## src/rtl/oh_arbiter.sv

```systemverilog
// ---------------------------------------------------------------------------
// oh_arbiter
//
// Shares one combinational operand handler between two requesters.
// Requester 0 is the execute-stage operand path. Requester 1 is the
// address-generation path.
//
// Arbitration is round-robin. On a tie, the winner is the requester that was
// not accepted last. The winning request drives the handler's RB/I/S inputs.
// The handler's N output is captured into a one-entry result register, which
// is returned with a valid/ready handshake. Each requester also has a
// saturating counter of accepted grants.
//
// Ports
//   clk, rst_n                 clock (rising edge), async active-low reset
//   reqX_valid/rb/imm/sel      request from requester X (X = 0, 1)
//   reqX_ready                 request X accepted this cycle (with valid)
//   oh_rb/oh_i/oh_s            drive to the handler's RB, I and S inputs
//   oh_n                       combinational result from the handler
//   res_valid/n/id/illegal     result register contents
//   res_ready                  consumer takes the result
//   cnt_clr                    synchronous clear of both grant counters
//   gnt_cnt0/gnt_cnt1          saturating accepted-request counts
// ---------------------------------------------------------------------------
module oh_arbiter #(
    parameter int CNT_W = 16
) (
    input  logic             clk,
    input  logic             rst_n,

    input  logic             req0_valid,
    input  logic [31:0]      req0_rb,
    input  logic [20:0]      req0_imm,
    input  logic [2:0]       req0_sel,
    output logic             req0_ready,

    input  logic             req1_valid,
    input  logic [31:0]      req1_rb,
    input  logic [20:0]      req1_imm,
    input  logic [2:0]       req1_sel,
    output logic             req1_ready,

    output logic [31:0]      oh_rb,
    output logic [20:0]      oh_i,
    output logic [2:0]       oh_s,
    input  logic [31:0]      oh_n,

    output logic             res_valid,
    output logic [31:0]      res_n,
    output logic             res_id,
    output logic             res_illegal,
    input  logic             res_ready,

    input  logic             cnt_clr,
    output logic [CNT_W-1:0] gnt_cnt0,
    output logic [CNT_W-1:0] gnt_cnt1
);

    localparam logic [2:0] SEL_ILLEGAL = 3'b111;

    // Arbitration state: the requester accepted most recently.
    logic        last_gnt_reg;

    logic        res_valid_reg,   res_valid_next;
    logic [31:0] res_n_reg,       res_n_next;
    logic        res_id_reg,      res_id_next;
    logic        res_illegal_reg, res_illegal_next;
    logic        last_gnt_next;

    logic [1:0]  req_valid;
    logic [1:0]  grant;
    logic [1:0]  ready;
    logic        space;
    logic        accept;
    logic        accept_id;

    assign req_valid = {req1_valid, req0_valid};

    // The slot can take a new result when it is empty or is being drained
    // this cycle. Drain and accept in the same cycle replace the old result.
    assign space = ~res_valid_reg | res_ready;

    // The grant does not depend on space. A stalled requester keeps its grant,
    // and its operands stay on the handler, because last_gnt moves only on
    // accept.
    always_comb begin
        grant = 2'b00;
        case (req_valid)
            2'b01:   grant = 2'b01;
            2'b10:   grant = 2'b10;
            2'b11:   grant = last_gnt_reg ? 2'b01 : 2'b10;
            default: grant = 2'b00;
        endcase
    end

    assign ready      = grant & {2{space}};
    assign req0_ready = ready[0];
    assign req1_ready = ready[1];
    assign accept     = |ready;
    assign accept_id  = ready[1];

    // Handler drive. The idle pattern uses the illegal select, so the handler
    // output is a known zero when nobody is granted.
    always_comb begin
        oh_rb = 32'd0;
        oh_i  = 21'd0;
        oh_s  = SEL_ILLEGAL;
        if (grant[0]) begin
            oh_rb = req0_rb;
            oh_i  = req0_imm;
            oh_s  = req0_sel;
        end else if (grant[1]) begin
            oh_rb = req1_rb;
            oh_i  = req1_imm;
            oh_s  = req1_sel;
        end
    end

    // Result slot next state. The payload changes only on accept. A drain
    // clears only the valid flag.
    always_comb begin
        res_valid_next   = res_valid_reg;
        res_n_next       = res_n_reg;
        res_id_next      = res_id_reg;
        res_illegal_next = res_illegal_reg;
        last_gnt_next    = last_gnt_reg;
        if (accept) begin
            res_valid_next   = 1'b1;
            res_n_next       = oh_n;
            res_id_next      = accept_id;
            res_illegal_next = (oh_s == SEL_ILLEGAL);
            last_gnt_next    = accept_id;
        end else if (res_valid_reg && res_ready) begin
            res_valid_next   = 1'b0;
        end
    end

    always_ff @(posedge clk or negedge rst_n) begin
        if (!rst_n) begin
            res_valid_reg   <= 1'b0;
            res_n_reg       <= 32'd0;
            res_id_reg      <= 1'b0;
            res_illegal_reg <= 1'b0;
            // Reset to 1 so that requester 0 wins the first tie.
            last_gnt_reg    <= 1'b1;
        end else begin
            res_valid_reg   <= res_valid_next;
            res_n_reg       <= res_n_next;
            res_id_reg      <= res_id_next;
            res_illegal_reg <= res_illegal_next;
            last_gnt_reg    <= last_gnt_next;
        end
    end

    assign res_valid   = res_valid_reg;
    assign res_n       = res_n_reg;
    assign res_id      = res_id_reg;
    assign res_illegal = res_illegal_reg;

    // Per-requester saturating grant counters. A clear wins over an
    // increment in the same cycle.
    localparam logic [CNT_W-1:0] CNT_ONE = {{(CNT_W-1){1'b0}}, 1'b1};

    genvar gi;
    generate
        for (gi = 0; gi < 2; gi++) begin : gen_cnt
            logic [CNT_W-1:0] cnt_reg, cnt_next;

            always_comb begin
                cnt_next = cnt_reg;
                if (cnt_clr) begin
                    cnt_next = '0;
                end else if (ready[gi] && !(&cnt_reg)) begin
                    cnt_next = cnt_reg + CNT_ONE;
                end
            end

            always_ff @(posedge clk or negedge rst_n) begin
                if (!rst_n) begin
                    cnt_reg <= '0;
                end else begin
                    cnt_reg <= cnt_next;
                end
            end

            if (gi == 0) begin : gen_out0
                assign gnt_cnt0 = cnt_reg;
            end else begin : gen_out1
                assign gnt_cnt1 = cnt_reg;
            end
        end
    endgenerate

endmodule

```

## config.mk

```make
export PLATFORM = sky130hd
export DESIGN_NAME = oh_arbiter
export DESIGN_NICKNAME = d
export VERILOG_FILES = /design/src/rtl/oh_arbiter.sv
export SDC_FILE = /design/constraint.sdc
export NUM_CORES = 1
export LEC_CHECK = 0
export ABC_AREA = 1
export CORE_ASPECT_RATIO = 0.5
export CORE_MARGIN = 3
export CORE_UTILIZATION = 30
export CTS_BUF_LIST = sky130_fd_sc_hd__clkbuf_8
export DETAILED_ROUTE_END_ITERATION = 10
export GPL_ROUTABILITY_DRIVEN = 1
export GPL_TIMING_DRIVEN = 0
export HOLD_SLACK_MARGIN = 0.08
export PLACE_DENSITY = 0.7
export SYNTH_ARGS = -nofsm -noshare
export SYNTH_HDL_FRONTEND = slang
export SYNTH_SLANG_ARGS = --single-unit
```

## constraint.sdc

```tcl
create_clock -name clk -period 2.35 [get_ports clk]
set_input_delay 0.5875 -clock clk [delete_from_list [all_inputs] [get_ports clk]]
set_output_delay 0.5875 -clock clk [all_outputs]
set_load 0.1 [all_outputs]
```

==> impl_metrics.ini, run 1 <==
[outcome]
status = completed

[critical_path]
rr_startpoint = gnt_cnt1[0]
reg2reg_depth = 9
cp-end-kind = output pin
r2r_end = gnt_cnt1[10]
crit_path_start_kind = input port
r2r_slack_ns = 0.45
crit_fanout = 5
worstPathRequired_ns = 1.76
crit_type = input port to output pin
cp_data_arrival_time_ns = 1.76

[cts]
clkLatencyLatePin_ns = 0.35
path_clk_slew_ns = 0.07
cts-root-buf = clkbuf_8
clock-sinks = 68
cts_tree = built
ctsHoldBuffers = 0
htree_levels = 3
cts_buffers = 9
clock_path_buffers = 2

[drt]
first_iter_violations = 242
final_antenna_net_count = 0
first_pass_iters = 5
drcViolationCount = 0
drt_wl_total_um = 18300
viasPerCell = 4.85
via_count = 4801
post_drt_wl_per_cell_um = 18.5

[yosys]
synth_top_area_share_pct = 41.7
synth.avg_cell_area_um2 = 7.65
yosys-top-cells-area = dfrtp_1 42%, nand2_1 21%, a22o_1 12%
synth_seq_cells = 68
synthTopCellsByCount = 221 x nand2_1, 67 x dfrtp_1, 53 x a22o_1, 36 x nor2_1, 29 x nand4_1
synth_warnings = 0
synth_most_common_cell = nand2_1
synth_edf_count = 0
yosysUniqueCellTypes = 25
syn_nets = 677
syn_area_mm2 = 0.00402
yosys.area.top_type = dfrtp_1
async_flop_share_pct = 100
syn_inst = 525
synthFlopType = dfrtp_1
ys_seq_area_share_pct = 42.4

[global_routing]
grt_pass1_vias = 4421
antenna_found_initial = 0
grt_overflow = 0
grt_use_total_pct = 22.4
grt_pass1_wl_um = 25800
grt_max_degree = 69

[floorplanning]
row_count = 29
die-area_mm2 = 0.0149
die_h_um = 87.8
die_w_um = 170
start_util_pct = 31.2
ios = 275
core-area_mm2 = 0.0129

[timing]
fin_crit_ns = 2.35
tightest_slew_ns = 1.04
max_slew_margin_pct = 30.7
rsz0062_at_grt = true
clock_skew_ns = 0.0112
setup_viol = 0
hold_violations = 0
fin_setup_tns_ns = 0
timing.final.max_slew_violations = 0
min_period_over_period_pct = 99.9
timing.fmax_mhz = 426

[final_layout]
drive_gt1_share_pct = 23.1
seqCellArea_mm2 = 0.00170
postLayoutCellArea_mm2 = 0.00807
fill_cells = 1095
areaGrowthSynthToFinish_pct = 101
multiInputGateArea_mm2 = 0.00239
n_antenna_cell = 0
fin_nets = 967
largest_reg_flops = 32

[hold_path]
hp-class = input port to asynchronous set/reset pin

[placed_design]
dp_hpwl_um = 13800
port_buffers = 274
gp_congestion = 0.854
place_area_mm2 = 0.00704

[power]
vdd_ir_drop_max_mv = 0.759
power_density_mw_per_mm2 = 849
leakage_nw = 3.93

[run]
drv_cap = 0
## what timing repair did
action,4_1_cts,5_1_grt
resized for setup,607,51
buffers inserted,0,1
gates cloned,3,1
setup endpoints to repair,125,58
pin swaps,2,2
hold endpoints to repair,0,0
## logic make-up after synthesis
kind of cell,Yosys count,share of synthesized area [%]
AOI/OAI and AO/OA,66,13.7
xor gates and xnor gates,6,1.31
adders and majority gates,2,0.623
buffers and inverters,51,5.51
DFF,68,42.4
and+or+nand+nor,332,36.5
## worst max-delay path by stage
stage	from	endpoint	slack, ns	cells after the start
final	req0_valid	oh_rb[28]	0.003	6
after global routing	last_gnt_reg	oh_i[18]	-0.05	6
after CTS	last_gnt_reg	oh_rb[9]	-0.006	6
after detailed placement	req0_valid	oh_rb[30]	-1.44	7
after global placement	rst_n	res_valid	-2.00	1
after floorplan	gnt_cnt1[0]	gnt_cnt1[12]	0.09	10
## per-layer routing
metal  share of wire [%]  vias up  track usage, %
li1                    -     2328               -
met1                  44     2281            31.7
met2                  48      172            34.2
met3                 6.8       20            6.58
met4                 1.3        0            4.60
met5                   0        -               0
## report_power, final
| part | switching (W) | internal (W) | leakage [nW] | total, W |
|---|---|---|---|---|
| combinational | 0.00312 | 0.00122 | 2.95 | 0.00434 |
| sequential | 0.000115 | 0.00136 | 0.881 | 0.00147 |
| clock | 0.000452 | 0.000584 | 0.106 | 0.00104 |
## through the flow
step / setup WS (ns) / hold WS [ns] / total power (W) / util [%] / cells
floorplan: 0.0896 / 0.292 / 0.00433 / - / 525
global placement: -2.00 / 0.454 / 0.00543 / 54.7 / 969
detailed placement: -1.44 / 0.458 / 0.00544 / 54.6 / 969
CTS: -0.00624 / 0.391 / 0.00675 / 60.7 / 987
global route: -0.0488 / 0.414 / 0.00708 / 62.6 / 989
finish: 0.00300 / 0.342 / 0.00685 / 62.6 / 989
## cell usage in the layout, fill, tap and decap left out, drive strengths merged
cell,instances
inv,28
dlygate4sd2,63
o22ai,2
dfrtp,67
nand3,21
ha,2
clkdlybuf4s15,5
o21ai,4
or2,6
clkdlybuf4s50,146
nand4,29
nand2,229
a22o,53
dfstp,1
clkinv,2
buf,78
nand3b,1
bufinv,2
nor2,46
o21bai,7
clkinvlp,4
xor2,6
clkbuf,17
## area by class of cell
class | count | area share (%)
flip-flops and latches | 68 | 21.1
inverters | 28 | 1.54
plain buffers | 23 | 3.29
well taps | 170 | 2.64
multi-input cells | 406 | 29.7
clock buffers | 9 | 1.54
clock inverters | 6 | 1.01
repair inverters | 2 | 0.186
repair buffers | 277 | 39.0
## worst max-delay path, stage by stage
cell and delay (ns):
dlygate4sd2_1 0.28, nand2_4 0.13, clkinvlp_4 0.18, buf_8 0.18
a22o_2 0.23, buf_12 0.17
(Power assumes the default switching activity.)
==> run 2, diff against run 1 <==
- REMOVE_ABC_BUFFERS: default -> 1
- SKIP_LAST_GASP: default -> 1
==> run 2 against run 1 <==
Compared with the run above:
- first-iteration DRC count grew 37%
- flip-flop and latch count did not move
- clock skew fell by 0.0054 ns
- largest cell class unchanged
==> impl_metrics.ini, run 2 (synthesis gave the netlist of run 1 again) <==
[outcome]
status = completed

[placed_design]
placed_cells = 946
port_buffers = 274
gp_congestion = 0.872
dp_hpwl_um = 12800

[cts]
cts_tree = built
cts_buffers = 9
clock_path_buffers = 2
ctsHoldBuffers = 0
path_clk_slew_ns = 0.07
htree_levels = 3
cts-root-buf = clkbuf_8
clock-sinks = 68
clkLatencyLatePin_ns = 0.34

[final_layout]
final_common_cell = nand2_1
fin_nets = 948
seqCellArea_mm2 = 0.00170
stdcell_count = 971
n_antenna_cell = 0
multiInputGateArea_mm2 = 0.00226
fill_cells = 1106
final_cell_mix = 216 x nand2_1, 146 x clkdlybuf4s50_1, 67 x dfrtp_1, 63 x dlygate4sd2_1, 48 x buf_12
largest_reg_flops = 32
drive_gt1_share_pct = 17.4
areaGrowthSynthToFinish_pct = 94.7

[global_routing]
grt_overflow = 0
grt_pass1_vias = 4480
grt_use_total_pct = 21.8
grt_max_degree = 69
antenna_found_initial = 0
grt_pass1_wl_um = 25300

[drt]
first_pass_iters = 5
drcViolationCount = 0
via_count = 4814
post_drt_wl_per_cell_um = 18.3
final_antenna_net_count = 0
drt_wl_total_um = 17800
first_iter_violations = 332
viasPerCell = 4.96

[floorplanning]
start_util_pct = 31.2
die_h_um = 87.8
ios = 275
core-area_mm2 = 0.0129
die-area_mm2 = 0.0149
die_w_um = 170
row_count = 29

[timing]
holdWs_ns = 0.352
min_period_over_period_pct = 99.5
max_slew_margin_pct = 26.2
fin_crit_ns = 2.34
setup_viol = 0
timing.fmax_mhz = 428
clock_skew_ns = 0.00579
hold_violations = 0
tightest_slew_ns = 1.11
timing.final.max_slew_violations = 0
rsz0062_at_grt = true

[critical_path]
r2r_end = res_n[24]
crit_fanout = 13
reg2reg_depth = 9
cp_data_arrival_time_ns = 1.75
rr_startpoint = last_gnt_reg
worstPathRequired_ns = 1.76
crit_type = register to output pin
crit_path_start_kind = register
cp-end-kind = output pin
r2r_slack_ns = 0.34

[power]
power_density_mw_per_mm2 = 871
vdd_ir_drop_max_mv = 0.594
leakage_nw = 3.80
power_w = 0.00681

[hold_path]
hp-class = input port to asynchronous set/reset pin

[run]
drv_cap = 0
[run 2: report_power, final]
| part | total, W | leakage [nW] | switching, W | internal, W |
|---|---|---|---|---|
| Clock | 0.00113 | 0.112 | 0.000473 | 0.000657 |
| Combinational | 0.00422 | 2.81 | 0.00311 | 0.00111 |
| Sequential | 0.00146 | 0.882 | 0.000102 | 0.00135 |
| Total | 0.00681 | 3.80 | 0.00368 | 0.00313 |
[run 2: worst max-delay path by stage]
| stage | startpoint | endpoint | depth (start not counted) |
|---|---|---|---|
| after floorplan | req1_valid | req0_ready | 5 |
| after global placement | rst_n | gnt_cnt0[7] | 1 |
| after detailed placement | req1_valid | oh_rb[22] | 5 |
| after CTS | last_gnt_reg | oh_rb[17] | 6 |
| after global routing | last_gnt_reg | oh_rb[5] | 6 |
| final | last_gnt_reg | oh_i[18] | 6 |
[run 2: what timing repair did]
item,4_1_cts,5_1_grt
pin swaps,2,2
buffers inserted,3,1
endpoints found under the setup margin,190,59
cloned,4,1
gates resized for setup,555,72
[run 2: cell type report]
cell class,count,area share (%)
timing repair inverter,5,0.976
tap,170,2.72
clock inverter,5,1.07
sequential,68,21.8
timing repair buffer,278,40.7
inverter,28,1.82
clock buffer,11,1.94
multi-input combinational,406,28.9
[run 2: per-layer routing]
layer / up-vias / GRT usage [%] / routed length (µm)
met4: 0 / 6.45 / 387
met5: - / 0 / 0
met3: 22 / 4.91 / 1230
met1: 2300 / 28.4 / 7450
li1: 2293 / - / -
met2: 199 / 36.6 / 8750
[run 2: through the flow]
step	TNS, ns	util [%]	setup slack (ns)	instance area (µm²)
finish	0	60.7	0.0117	7820
detailed placement	-150.69	53.2	-1.77	6850
floorplan	-17.85	-	-0.341	3900
CTS	-0.0440	58.2	-0.0161	7490
global route	-1.30	60.7	-0.0650	7820
global placement	-265.05	53.2	-1.76	6860
[run 2: worst max-delay path, stage by stage, from the launching register on]
cell	delay (ns)
dfstp_2	0.55
inv_2	0.05
nand2_4	0.07
nand2_8	0.17
inv_12	0.16
a22o_1	0.21
buf_12	0.19
